## config.mk

```make
export PLATFORM = sky130hd
export DESIGN_NAME = inverse_check_2x2
export DESIGN_NICKNAME = d
export VERILOG_FILES = /design/src/rtl/inverse_check_2x2.sv
export SDC_FILE = /design/constraint.sdc
export NUM_CORES = 1
export LEC_CHECK = 0
export CORE_MARGIN = 1.5
export CORE_UTILIZATION = 55
export DETAILED_ROUTE_END_ITERATION = 10
export GPL_TIMING_DRIVEN = 1
export HOLD_SLACK_MARGIN = 0.03
export PLACE_DENSITY = 0.8
export SYNTH_ARGS = -nofsm -noshare
export SYNTH_HDL_FRONTEND = slang
export SYNTH_SLANG_ARGS = --single-unit
```

## constraint.sdc

```tcl
create_clock -name clk -period 7.2 [get_ports clk]
set_input_delay 0.72 -clock clk [delete_from_list [all_inputs] [get_ports clk]]
set_output_delay 0.72 -clock clk [all_outputs]
set_load 0.005 [all_outputs]
```

## src/rtl/inverse_check_2x2.sv

```systemverilog
// Sequential self-check for 2x2 adjugate results: C = A*B and det(A) on one shared
// signed multiplier, then flags whether B is the true adjugate of A.
`timescale 1ns/1ps
module inverse_check_2x2 #(
    parameter  int W  = 4,
    localparam int CW = 2*W+1
) (
    input  logic                 clk,
    input  logic                 rst_n,
    input  logic                 in_valid,
    output logic                 in_ready,
    input  logic signed [W-1:0]  a11,
    input  logic signed [W-1:0]  a12,
    input  logic signed [W-1:0]  a21,
    input  logic signed [W-1:0]  a22,
    input  logic signed [W-1:0]  b11,
    input  logic signed [W-1:0]  b12,
    input  logic signed [W-1:0]  b21,
    input  logic signed [W-1:0]  b22,
    output logic                 out_valid,
    input  logic                 out_ready,
    output logic signed [CW-1:0] c11,
    output logic signed [CW-1:0] c12,
    output logic signed [CW-1:0] c21,
    output logic signed [CW-1:0] c22,
    output logic signed [CW-1:0] det,
    output logic                 is_adj,
    output logic                 singular
);

    typedef enum logic [1:0] {IDLE, MUL, DONE} state_t;

    state_t r_state, w_stateNext;

    logic signed [W-1:0]    r_a11, r_a12, r_a21, r_a22;
    logic signed [W-1:0]    r_b11, r_b12, r_b21, r_b22;
    logic [3:0]             r_step;
    logic signed [CW-1:0]   r_acc;
    logic signed [CW-1:0]   r_w11, r_w12, r_w21, r_w22;
    logic signed [CW-1:0]   r_c11, r_c12, r_c21, r_c22, r_det;
    logic                   r_isAdj, r_singular;

    logic signed [W-1:0]    w_opX, w_opY;
    logic signed [2*W-1:0]  w_prod;
    logic signed [CW-1:0]   w_prodExt;
    logic signed [CW-1:0]   w_sum;
    logic                   w_singular, w_isAdj;

    always_ff @(posedge clk) begin
        if (!rst_n) begin
            r_state <= IDLE;
        end else begin
            r_state <= w_stateNext;
        end
    end

    always_comb begin
        w_stateNext = r_state;
        case (r_state)
            IDLE:    if (in_valid)          w_stateNext = MUL;
            MUL:     if (r_step == 4'd9)    w_stateNext = DONE;
            DONE:    if (out_ready)         w_stateNext = IDLE;
            default:                        w_stateNext = IDLE;
        endcase
    end

    always_comb begin
        in_ready  = (r_state == IDLE);
        out_valid = (r_state == DONE);
    end

    // Operand schedule: pairs of products per C entry, then the two det terms.
    always_comb begin
        w_opX = '0;
        w_opY = '0;
        case (r_step)
            4'd0: begin w_opX = r_a11; w_opY = r_b11; end
            4'd1: begin w_opX = r_a12; w_opY = r_b21; end
            4'd2: begin w_opX = r_a11; w_opY = r_b12; end
            4'd3: begin w_opX = r_a12; w_opY = r_b22; end
            4'd4: begin w_opX = r_a21; w_opY = r_b11; end
            4'd5: begin w_opX = r_a22; w_opY = r_b21; end
            4'd6: begin w_opX = r_a21; w_opY = r_b12; end
            4'd7: begin w_opX = r_a22; w_opY = r_b22; end
            4'd8: begin w_opX = r_a11; w_opY = r_a22; end
            4'd9: begin w_opX = r_a12; w_opY = r_a21; end
            default: begin w_opX = '0; w_opY = '0; end
        endcase
    end

    assign w_prod    = (2*W)'(w_opX) * (2*W)'(w_opY);
    assign w_prodExt = CW'(w_prod);
    assign w_sum     = (r_step == 4'd9) ? (r_acc - w_prodExt) : (r_acc + w_prodExt);

    // Flags use the finished C entries and the det being written this cycle.
    assign w_singular = (w_sum == '0);
    assign w_isAdj    = !w_singular && (r_w12 == '0) && (r_w21 == '0)
                        && (r_w11 == w_sum) && (r_w22 == w_sum);

    always_ff @(posedge clk) begin
        if (!rst_n) begin
            r_a11 <= '0; r_a12 <= '0; r_a21 <= '0; r_a22 <= '0;
            r_b11 <= '0; r_b12 <= '0; r_b21 <= '0; r_b22 <= '0;
            r_step     <= '0;
            r_acc      <= '0;
            r_w11      <= '0; r_w12 <= '0; r_w21 <= '0; r_w22 <= '0;
            r_c11      <= '0; r_c12 <= '0; r_c21 <= '0; r_c22 <= '0;
            r_det      <= '0;
            r_isAdj    <= 1'b0;
            r_singular <= 1'b0;
        end else begin
            case (r_state)
                IDLE: begin
                    if (in_valid) begin
                        r_a11 <= a11; r_a12 <= a12; r_a21 <= a21; r_a22 <= a22;
                        r_b11 <= b11; r_b12 <= b12; r_b21 <= b21; r_b22 <= b22;
                        r_acc  <= '0;
                        r_step <= '0;
                    end
                end
                MUL: begin
                    if (!r_step[0]) begin
                        r_acc <= w_prodExt;
                    end else begin
                        case (r_step)
                            4'd1: r_w11 <= w_sum;
                            4'd3: r_w12 <= w_sum;
                            4'd5: r_w21 <= w_sum;
                            4'd7: r_w22 <= w_sum;
                            4'd9: begin
                                r_c11      <= r_w11;
                                r_c12      <= r_w12;
                                r_c21      <= r_w21;
                                r_c22      <= r_w22;
                                r_det      <= w_sum;
                                r_isAdj    <= w_isAdj;
                                r_singular <= w_singular;
                            end
                            default: ;
                        endcase
                    end
                    r_step <= (r_step == 4'd9) ? 4'd0 : r_step + 4'd1;
                end
                default: ;
            endcase
        end
    end

    assign c11      = r_c11;
    assign c12      = r_c12;
    assign c21      = r_c21;
    assign c22      = r_c22;
    assign det      = r_det;
    assign is_adj   = r_isAdj;
    assign singular = r_singular;

endmodule
```

* After elaboration in Yosys (flattened, before gate mapping)
Cells that the tools add are included.
** Operators by class
- Multiply operators :: 1
- Multiplexer cells :: 13
- Shift-type cells :: 0
- Div/mod/pow operators :: 0
- Equality and inequality tests :: 17
- $lt $le $gt $ge :: 0
- Bitwise operators :: 0
- Reduce and logical (&&, ||, !) cells :: 28
- Add/sub/neg operators :: 3
** Operators by type and width (count)
- 9-bit logical NOT :: 3
- 9-bit two-way mux :: 3
- 4-bit one-hot mux with 6 select lines :: 1
- 3-bit AND reduction :: 7
- 9-bit equality test :: 2
- 9-bit one-hot mux with 2 select lines :: 1
- 4-bit by 3-bit equality test with 1-bit output (second input constant) :: 4
- 4-bit one-hot mux with 4 select lines :: 1
- 2-bit OR reduction :: 6
- 9-bit by 8-bit adder with 9-bit output :: 1
- 9-bit by 8-bit subtractor with 9-bit output :: 1
- 4-bit by 2-bit equality test with 1-bit output (second input constant) :: 2
- 4-bit equality test (second input constant) :: 2
- 4-bit by 4-bit multiplier with 8-bit output :: 1
- 4-bit two-way mux :: 2
- 4-bit one-hot mux with 2 select lines :: 1
- 2-bit two-way mux :: 3
- 2-bit != test (second input constant) :: 3
- 2-bit one-hot mux with 3 select lines :: 1
- 3-bit OR reduction :: 2
- 4-bit by 1-bit adder with 4-bit output (second input constant) :: 1
- 4-bit by 1-bit equality test with 1-bit output (second input constant) :: 1
- 1-bit logical AND :: 4
- 4-bit logical NOT :: 1
- other kinds (7) :: 8
** Storage, ports and cells
- Memories :: 0
- Word-level logic and storage cells :: 84
- Output and inout bits :: 49
- Register bits :: 130
- Memory bits (writable) :: 0
- Memory bits (read-only) :: 0
- Latch bits :: 0

* Logic depth before layout (Yosys ltp)
- Depth in word-level cells :: 12
- Gate-level depth with buffers :: 28

* Worst setup path after synthesis
OpenSTA, ideal clock, no wires.
- Path type :: register to register
- From :: register r_step[0]
- To :: register r_isAdj (netlist: is_adj)
- Stages on the path, launching flop included :: 24
- Arrival :: 6054 ps
- Buffers on the path :: 3
- Path slack :: 1012 ps
- Setup time :: 134 ps
- Data required time :: 7066 ps
- Cells stage by stage :: dfxtp_1 -> buf_2 -> buf_1 -> buf_1 -> mux2i_1 -> o21ai_0 -> nand2_1 -> fa_1 -> fa_1 -> inv_1 -> fa_1 -> ha_1 -> fa_1 -> a21o_1 -> a21oi_1 -> xnor2_1 -> xnor2_4 -> xor2_1 -> ha_1 -> xnor2_1 -> nor4b_1 -> nor3_1 -> nand3_1 -> o211ai_1
** Between the ends
- Word-level cells in the longest chain between the ends :: 12
- Elaborated cells between the ends (all ways) :: 33
** RTL lines
- start, declared :: RTL line 37 : logic [3:0] r_step;
- start signal, assigned :: RTL line 142 : r_step <= (r_step == 4'd9) ? 4'd0 : r_step + 4'd1;
- 4-bit equality test (tied with other cells) :: RTL line 76, 93, 125
- 3-bit OR reduction (no line) / 2-bit OR reduction (equally long branches)
- 4-bit one-hot mux with 4 select lines / 4-bit one-hot mux with 6 select lines (equally long branches) :: RTL line 76 : case (r_step)
- 4-bit by 4-bit multiplier with 8-bit output :: RTL line 91 : assign w_prod = (2*W)'(w_opX) * (2*W)'(w_opY);
- 9-bit by 8-bit adder with 9-bit output / 9-bit by 8-bit subtractor with 9-bit output (equally long branches) :: RTL line 93 : assign w_sum = (r_step == 4'd9) ? (r_acc - w_prodExt) : (r_acc + w_prodExt);
- 9-bit two-way mux :: RTL line 93
- 9-bit logical NOT :: RTL line 96 : assign w_singular = (w_sum == '0);
- 1-bit logical NOT :: RTL line 97 : assign w_isAdj = !w_singular && (r_w12 == '0) && (r_w21 == '0)
- 1-bit logical AND (2 in series) :: RTL line 97
- 1-bit logical AND (2 in series) :: RTL line 98 : && (r_w11 == w_sum) && (r_w22 == w_sum);
- end signal, assigned :: RTL line 136 : r_isAdj <= w_isAdj;
- end, declared :: RTL line 41 : logic r_isAdj, r_singular;
Several ways; a longest one is shown, not always the timed one.
A chain may end at the register's enable or synchronous reset.

* Worst setup path after layout
Same ends and word-level chain as after synthesis.

==> flow_summary.ini <==
[status]
status = finished, final reports clean

[timing]
drv_slew = 0
finalSetupViolCount = 0
finClkSkew_ps = 6.71
hold_viol = 0
fmax_ghz = 0.152
tightestPinTransition_ps = 1160
tns_ps = 0
layout_min_cycle_time_ps = 6600
holdWs_ps = 452
slew_headroom_pct = 22.4
min_period_over_period_pct = 91.7
rsz0062_at_grt = false

[setup_path]
cp_common_cell = fa_1
cpPeakStageDelay_ps = 720
required_ps = 7590
worstPathArrival_ps = 6990
startpoint_type = flip-flop
slowest_stage = dfxtp_1
cp_cell_sequence = buf_4, mux2i_1, o21ai_0, nand2_1, fa_1, fa_1, inv_1, fa_1, ha_1, fa_1, xnor2_1, ha_1, o21a_1, o31a_1, a21oi_1, or4_1, nor4b_1, nor3_1, nand3_1, o211ai_1
crit_fanout = 17
worstRegToRegCells = 20
endpoint_kind = flip-flop
crit_type = flip-flop to flip-flop

[job]
cap_violations = 0

[clock_network]
clkSlewWorstSetupHoldPaths_ps = 60
cts-buffers-inserted = 17
cts_root_buf = clkbuf_8
clk_latency_ps = 520
cts_setup_buffers = 0
htreeDepth = 4
cts_resized = 0
cts_buffer_depth = 2
cts.sinks = 129
cts_tree = built
cts_hold_buffers = 0

[route]
drtIter0Drc = 352
viasPerCell = 5.65
ant_nets = 0
dr.pass1.iters = 5
vias = 5529
drt_wl_total_um = 15200
avgRoutedWirePerCell_um = 15.5
drc = 0

[cells_and_area]
diodes = 0
drive_gt1_share_pct = 6.20
nFillCells = 869
mostFrequentLayoutCell = nand2_1
final_cell_mix = nand2_1, dfxtp_1, a21oi_1
syn_to_final_growth_pct = 24.0
layout.cells.non_filler = 979
final_area_um2 = 7620
nNetsFinal = 894

[yosys]
synth_fp_nets = 829
synth-edff-count = 0
synth_warnings = 0
synthCells = 762
synthArstFlopShare_pct = 0
postSynthRegisterBits = 129
yosysSeqAreaShare_pct = 42.0
synthFlopType = dfxtp_1
synth_area_um2 = 6140
post_synth.cell_area_avg_um2 = 8.06
synth.distinct_cells = 56

[placement]
hpwlAfterDp_um = 10600
port-buffer-count = 84
place.gp.congestion = 0.961
numPlacedInstances = 948
placed_area_um2 = 7030

[power]
powerDensity_nw_per_um2 = 256
vdd_drop_max_v = 0.000156
p_leak_nw = 2.82

[die]
rows = 38
die_w_um = 109
die_h_um = 109
core_area_um2 = 10900
ioPinCount = 85
initial_core_util_pct = 56.4
die_area_um2 = 11800

[hold_path]
hold_depth = 2
hp-class = flip-flop to flip-flop

[global_routing]
antenna_found_initial = 0
grt_pass1_wl_um = 24900
grt_pass1_vias = 5295
grt_use_total_pct = 27.2
grt_max_degree = 78
grt_overflow = 0
final cells by class:
cell class	count	area, um^2	share of cell area [%]
inverters	16	61.3	0.805
clock inverters	9	131	1.72
flip-flops and latches	129	2580	33.9
well taps	140	175	2.30
multi-input cells	570	3310	43.4
repair buffers	93	908	11.9
clock buffers	22	453	5.95
cells by family after synthesis:
| logic type | Yosys count | share of synthesized area [%] |
|---|---|---|
| simple gates | 326 | 22.3 |
| compound gates | 168 | 16.0 |
| flops | 129 | 42.0 |
| buf+inv | 63 | 4.17 |
| fa+ha+maj | 31 | 7.66 |
| mux | 27 | 4.89 |
| xor+xnor | 18 | 2.99 |
metal layers:
metal | vias to the layer above | GRT usage [%] | wire, um
met2 | 203 | 47.2 | 7500
met3 | 32 | 6.69 | 879
met4 | 0 | 12.3 | 354
met1 | 2596 | 31.8 | 6440
met5 | - | 0 | 0
li1 | 2698 | - | -
final timing paths:
kind | start | endpoint | slack, ps
max | r_step[0]$_SDFFE_PN0P_ | is_adj$_SDFFE_PN0P_ | 600
min | c22[8]$_SDFFE_PN0P_ | c22[8]$_SDFFE_PN0P_ | 450
max reg2reg | r_step[0]$_SDFFE_PN0P_ | is_adj$_SDFFE_PN0P_ | 600
min reg2reg | c22[8]$_SDFFE_PN0P_ | c22[8]$_SDFFE_PN0P_ | 450
sequential cells by signal (all words and copies together), names as in the netlist, 8 cells and up:
register,count
r_w21,9
det,9
r_w12,9
r_w22,9
c11,9
c21,9
c22,9
r_w11,9
r_acc,8
c12,9
report_power, final:
| group | switching, W | internal, W | total, W | leakage [nW] |
|---|---|---|---|---|
| combinational | 0.000207 | 0.000151 | 0.000358 | 1.50 |
| sequential | 0.0000153 | 0.000729 | 0.000745 | 1.04 |
| clock | 0.000307 | 0.000544 | 0.000850 | 0.277 |
synth_stat cells (2+ instances only):
cell,number,area (um^2)
a211oi_1,10,75.1
a21o_1,2,15.0
a21oi_1,109,546
a22oi_1,9,67.6
a31oi_1,2,12.5
and2_1,4,25.0
and3_1,5,31.3
buf_1,4,15.0
buf_2,3,15.0
buf_6,2,22.5
clkbuf_1,37,139
dfxtp_1,129,2580
fa_1,11,220
ha_1,20,250
inv_1,16,60.1
mux2i_1,23,230
mux4_2,2,45.0
nand2_1,185,694
nand2b_1,5,31.3
nand3_1,13,65.1
nor2_1,82,308
nor2b_1,4,25.0
nor3_1,9,45.0
nor4_1,6,37.5
o21a_1,4,30.0
o21ai_0,13,65.1
o22a_1,4,35.0
o22ai_1,2,12.5
o31ai_1,3,22.5
or2_2,3,18.8
or4_1,2,15.0
xnor2_1,10,87.6
xor2_1,6,52.6
per-stage QoR:
stage / util [%] / total power, W / worst slack [ps]
after detailed placement: 64.6 / 0.00111 / 706
after floorplan: - / 0.000992 / 1010
after CTS: 70.0 / 0.00196 / 661
after global routing: 70.0 / 0.00203 / 287
final: 70.0 / 0.00195 / 600
after global placement: 64.6 / 0.00110 / 957
critical path: cells and delay by family, from the launching register on:
family / cells / cell delay (ps)
mux: 1 / 110
flops: 1 / 720
simple gates: 5 / 1360
buf+inv: 2 / 360
fa+ha+maj: 6 / 2610
xor+xnor: 1 / 170
compound gates: 5 / 1140
Power figures use the tool's default switching activity.
==> edit 1: new RTL, same settings <==
The parameter `W` goes from 4 to 6.
--- a/src/rtl/inverse_check_2x2.sv
+++ b/src/rtl/inverse_check_2x2.sv
@@ -2,7 +2,7 @@
 // signed multiplier, then flags whether B is the true adjugate of A.
 `timescale 1ns/1ps
 module inverse_check_2x2 #(
-    parameter  int W  = 4,
+    parameter  int W  = 6,
     localparam int CW = 2*W+1
 ) (
     input  logic                 clk,
Interface: changed (13 resized); port bits go from 85 to 121. The function was not compared with the original's and may differ.
==> edit 1 against the original RTL <==
  * Sequential cell count increased by 56
  * First-iteration DRC count is 92% higher
  * Global-route usage about the same
  * Setup slack worse by 410 ps
  * Die area grew 52%
  * Largest power group is now sequential cells
  * Final area up 56%
  * Wire length grew 63%
  * Clock power up 18%
  * Area after synthesis increased by 53%
  * Total power rose by 51%
  * Critical endpoint unchanged
  * Critical path depth rose by 13
  * Synthesized cell count increased by 54%
==> edit 1: results (changes against the original RTL) <==
Clk Latency, worst-skew pair: 440 ps (-80 ps)
Yosys cell types: 72 (+29%)
Crit. Startpoint: r_step[1]$_SDFFE_PN0P_
Layout cells sized above 1: 0.110 (+0.0478)
WL per Instance: 16.1 microns (+4.0%)
Sequential share of the synthesized area: 0.393 (-0.0269)
Initial drt markers: 676 (+92%)
R2R Setup Slk: 190 ps (-410 ps)
Slowest library cell on the worst path: fa_1
Synth top cells by count: 287 x nand2_1, 185 x dfxtp_1, 169 x a21oi_1
Final GP Congestion: 0.933 (-2.9%)
Layout Skew: 8.32 ps (+1.61 ps)
R2R depth: 33 (+65%)
IO buf count: 120 (+43%)
VDD IR max: 230 uV (+48%)
Outcome: complete, no violations
CP Data Arrival Time: 7380 ps (+390 ps)
DP Wirelength: 17.6 mm (+66%)
Nets@finish: 1,412 (+58%)
Dominant cells by area after synthesis: dfxtp_1 39%, nand2_1 11%, a21oi_1 9.0%
First-pass DRT Iterations: 8 (+3)
Vias per cell: 5.64 (-0.13%)
Int Power: 0.00197 W (+38%)
Vias in the first global route: 7,965 (+50%)
Static leakage: 4.36 nW (+55%)
[edit 1: worst min-delay path: stages (launching register included)]
cell and delay [ps]:
dfxtp_1 310, nand2_1 50, a21oi_1 50
[edit 1: layer usage]
metal	track usage	wire, microns
met5	0	0
met4	0.135	844
met3	0.0416	1110
met2	0.471	12400
met1	0.331	10300
[edit 1: kinds of logic (layout without fill, tap and decap cells)]
kind of cell,count (synthesis),in the layout,share of synthesized area
DFF,185,185,0.393
AOI/OAI and AO/OA,272,272,0.177
and+or+nand+nor,506,506,0.225
adders and majority gates,61,61,0.103
xor gates and xnor gates,27,27,0.0267
buffers and inverters,100,237,0.0419
muxes,24,24,0.0324
[edit 1: stage by stage]
stage	instance area, sq um	hold slack, ps	TNS (ps)	setup slack, ps
2_1_floorplan	9430	433	0	26.5
3_3_place_gp	11000	443	0	137
3_5_place_dp	11000	446	-1.51	-1.51
4_1_cts	11600	457	0	18.9
5_1_grt	11900	475	-111	-51.0
6_report	11900	454	0	188
[edit 1: cell type report]
| cell class | count | area, sq um |
|---|---|---|
| multi-input cells | 890 | 5450 |
| fillers | 1320 | 4790 |
| flip-flops and latches | 185 | 3710 |
| repair buffers | 169 | 1650 |
| clock buffers | 18 | 429 |
| well taps | 220 | 275 |
| clock inverters | 14 | 205 |
| inverters | 36 | 138 |
[edit 1: power groups by stage]
stage	combinational, W	sequential, W	clock [W]
2_1_floorplan	0.000542	0.00108	0
3_3_place_gp	0.000824	0.00109	0
3_5_place_dp	0.000837	0.00109	0
4_1_cts	0.000845	0.00106	0.00101
5_1_grt	0.000957	0.00107	0.00105
6_report	0.000890	0.00106	0.00100
[edit 1: timing repair]
item                                    4_1_cts  5_1_grt
pin swaps                                     0       26
resized for setup                             2       34
endpoints found under the setup margin        2       10
cloned                                        0        2
buffers inserted                              0        6
[edit 1: worst min path at each step]
stage                                       end  depth (start not counted)                   from
after floorplan           r_b22[2]$_SDFFE_PN0P_                          2  r_b22[2]$_SDFFE_PN0P_
after global placement      det[4]$_SDFFE_PN0P_                          2    det[4]$_SDFFE_PN0P_
after detailed placement    c12[5]$_SDFFE_PN0P_                          2    c12[5]$_SDFFE_PN0P_
after CTS                   det[6]$_SDFFE_PN0P_                          2    det[6]$_SDFFE_PN0P_
after global routing        c12[1]$_SDFFE_PN0P_                          2    c12[1]$_SDFFE_PN0P_
final                       c11[2]$_SDFFE_PN0P_                          2    c11[2]$_SDFFE_PN0P_
==> edit 2: new RTL, same settings <==
Without the edit above. The 3 states of `state_t` get a one-hot encoding in 3 bits.
--- a/src/rtl/inverse_check_2x2.sv
+++ b/src/rtl/inverse_check_2x2.sv
@@ -28,7 +28,7 @@
     output logic                 singular
 );
 
-    typedef enum logic [1:0] {IDLE, MUL, DONE} state_t;
+    typedef enum logic [2:0] {IDLE = 3'b001, MUL = 3'b010, DONE = 3'b100} state_t;
 
     state_t r_state, w_stateNext;
 
Behaviour: no difference found for any inputs over 4 cycles, from zero or initial values and one cycle with rst_n low; so few cycles prove little.
==> edit 2 against the original RTL <==
  * Final area rose by 1.1%
  * Setup slack worse by 200 ps
  * Total power fell by 3.1%
  * Count of clock-buffer cells in the layout is 3 lower
  * Utilization increased by 0.46 points
  * Cell count grew 2.3%
  * Sequential cell count is 1 higher
  * First-iteration DRC count up 32%
  * Area after synthesis rose by 1.1%
  * Non-clock buffer count up 3
  * Hold slack worse by 0.92 ps
  * Wire length grew 3.6%
  * Sequential share of layout area is 0.093 points lower
  * Clock skew is 1.7 ps higher
  * Critical endpoint is now singular$_SDFFE_PN0P_
  * Largest cell class unchanged
==> edit 2: results (changes against the original RTL) <==
Outcome: complete, no violations
Static leakage: 2.81 nW (-0.17%)
GRT Total Usage: 0.280 (+0.00795)
Vias in the first global route: 5,336 (+0.77%)
RR Startpoint: r_step[2]$_SDFFE_PN0P_
Hold path start: c12[2]$_SDFFE_PN0P_
Fillers: 886 (+2.0%)
R2R Setup Slk: 400 ps (-200 ps)
Compound-cell area share of the yosys netlist: 0.168 (+0.00837)
DP Wirelength: 10.9 mm (+2.9%)
Power share of the clock group: 0.432 (-0.004)
Nets@finish: 918 (+2.7%)
Syn Nets: 846 (+2.1%)
Post-Synth XOR/XNOR Area: 0.0260 (-0.00395)
Combinational power share: 0.175 (-0.008)
CP peak stage delay: 610 ps (-110 ps)
Largest net degree at the start of global routing: 97 (+24%)
Critical R2R Capture: singular$_SDFFE_PN0P_
Post-Route WL: 15.7 mm (+3.6%)
Layout Skew: 8.40 ps (+1.70 ps)
Clk Latency, worst-skew pair: 420 ps (-100 ps)
Worst Max-Slew Pin Slew: 1130 ps (-34.3 ps)
Initial drt markers: 466 (+32%)
Hold WS: 451 ps (-0.923 ps)
Vias: 5,685 (+2.8%)
Root buf cell: clkbuf_16
[edit 2: cell count changes after synthesis, moves of 4 or more]
cell and delta:
nand3_1 -4, a21oi_1 +6, nor2_1 +11, o21ai_0 -6
a211oi_1 +7, nor3b_1 +4, mux2i_1 -8, inv_1 +4
nand2_1 +9
[edit 2: area by class of cell]
class / instances / share of cell area
tap: 140 / 0.0227
clock buffer: 19 / 0.0575
multi-input combinational: 586 / 0.436
clock inverter: 11 / 0.0149
sequential: 130 / 0.338
inverter: 20 / 0.00991
timing repair buffer: 96 / 0.121
[edit 2: through the flow]
stage | cell area [sq um] | worst slack [ps] | instances | util
global route | 7700 | 12.4 | 1002 | 0.704
detailed placement | 7140 | 339 | 972 | 0.653
CTS | 7700 | 321 | 1002 | 0.704
finish | 7700 | 399 | 1002 | 0.704
global placement | 7140 | 602 | 972 | 0.653
floorplan | 6210 | 734 | 779 | -
[edit 2: cell families (layout without fill, tap and decap cells)]
group,after synthesis,count (layout)
compound gates,177,177
xor+xnor,15,15
fa+ha+maj,31,31
buf+inv,63,146
flops,130,130
mux,20,20
simple gates,343,343
[edit 2: metal layers]
metal	routed length [microns]	track usage
met5	0	0
met2	7110	0.429
met4	328	0.104
met3	938	0.0658
met1	7340	0.385
[edit 2: worst register-to-register path: stages, from the launching register on]
cell,delay (ps)
dfxtp_1,610
nor2b_1,100
mux4_2,480
mux2i_1,420
nand2b_1,200
fa_1,420
fa_1,540
fa_1,410
inv_1,70
ha_1,180
inv_1,70
fa_1,570
nand2_1,80
nor3_1,200
nor2_1,80
xor2_1,150
ha_1,320
or2_2,330
o311a_1,170
o21a_1,180
nor2_1,140
xnor3_2,340
or4b_1,450
a21oi_1,190
[edit 2: repair_timing]
| action | CTS | global route |
|---|---|---|
| hold endpoints to repair | 0 | 0 |
| setup endpoints to repair | 0 | 2 |
| setup buffers | 0 | 0 |
| resized for setup | 0 | 2 |
[edit 2: worst max-delay path by stage]
stage,from,endpoint,slack (ps)
after floorplan,r_step[0]$_SDFFE_PN0P_,is_adj$_SDFFE_PN0P_,730
after global placement,r_step[0]$_SDFFE_PN0P_,is_adj$_SDFFE_PN0P_,600
after detailed placement,r_step[0]$_SDFFE_PN0P_,is_adj$_SDFFE_PN0P_,340
after CTS,r_step[0]$_SDFFE_PN0P_,is_adj$_SDFFE_PN0P_,320
after global routing,r_step[2]$_SDFFE_PN0P_,is_adj$_SDFFE_PN0P_,10
final,r_step[2]$_SDFFE_PN0P_,singular$_SDFFE_PN0P_,400
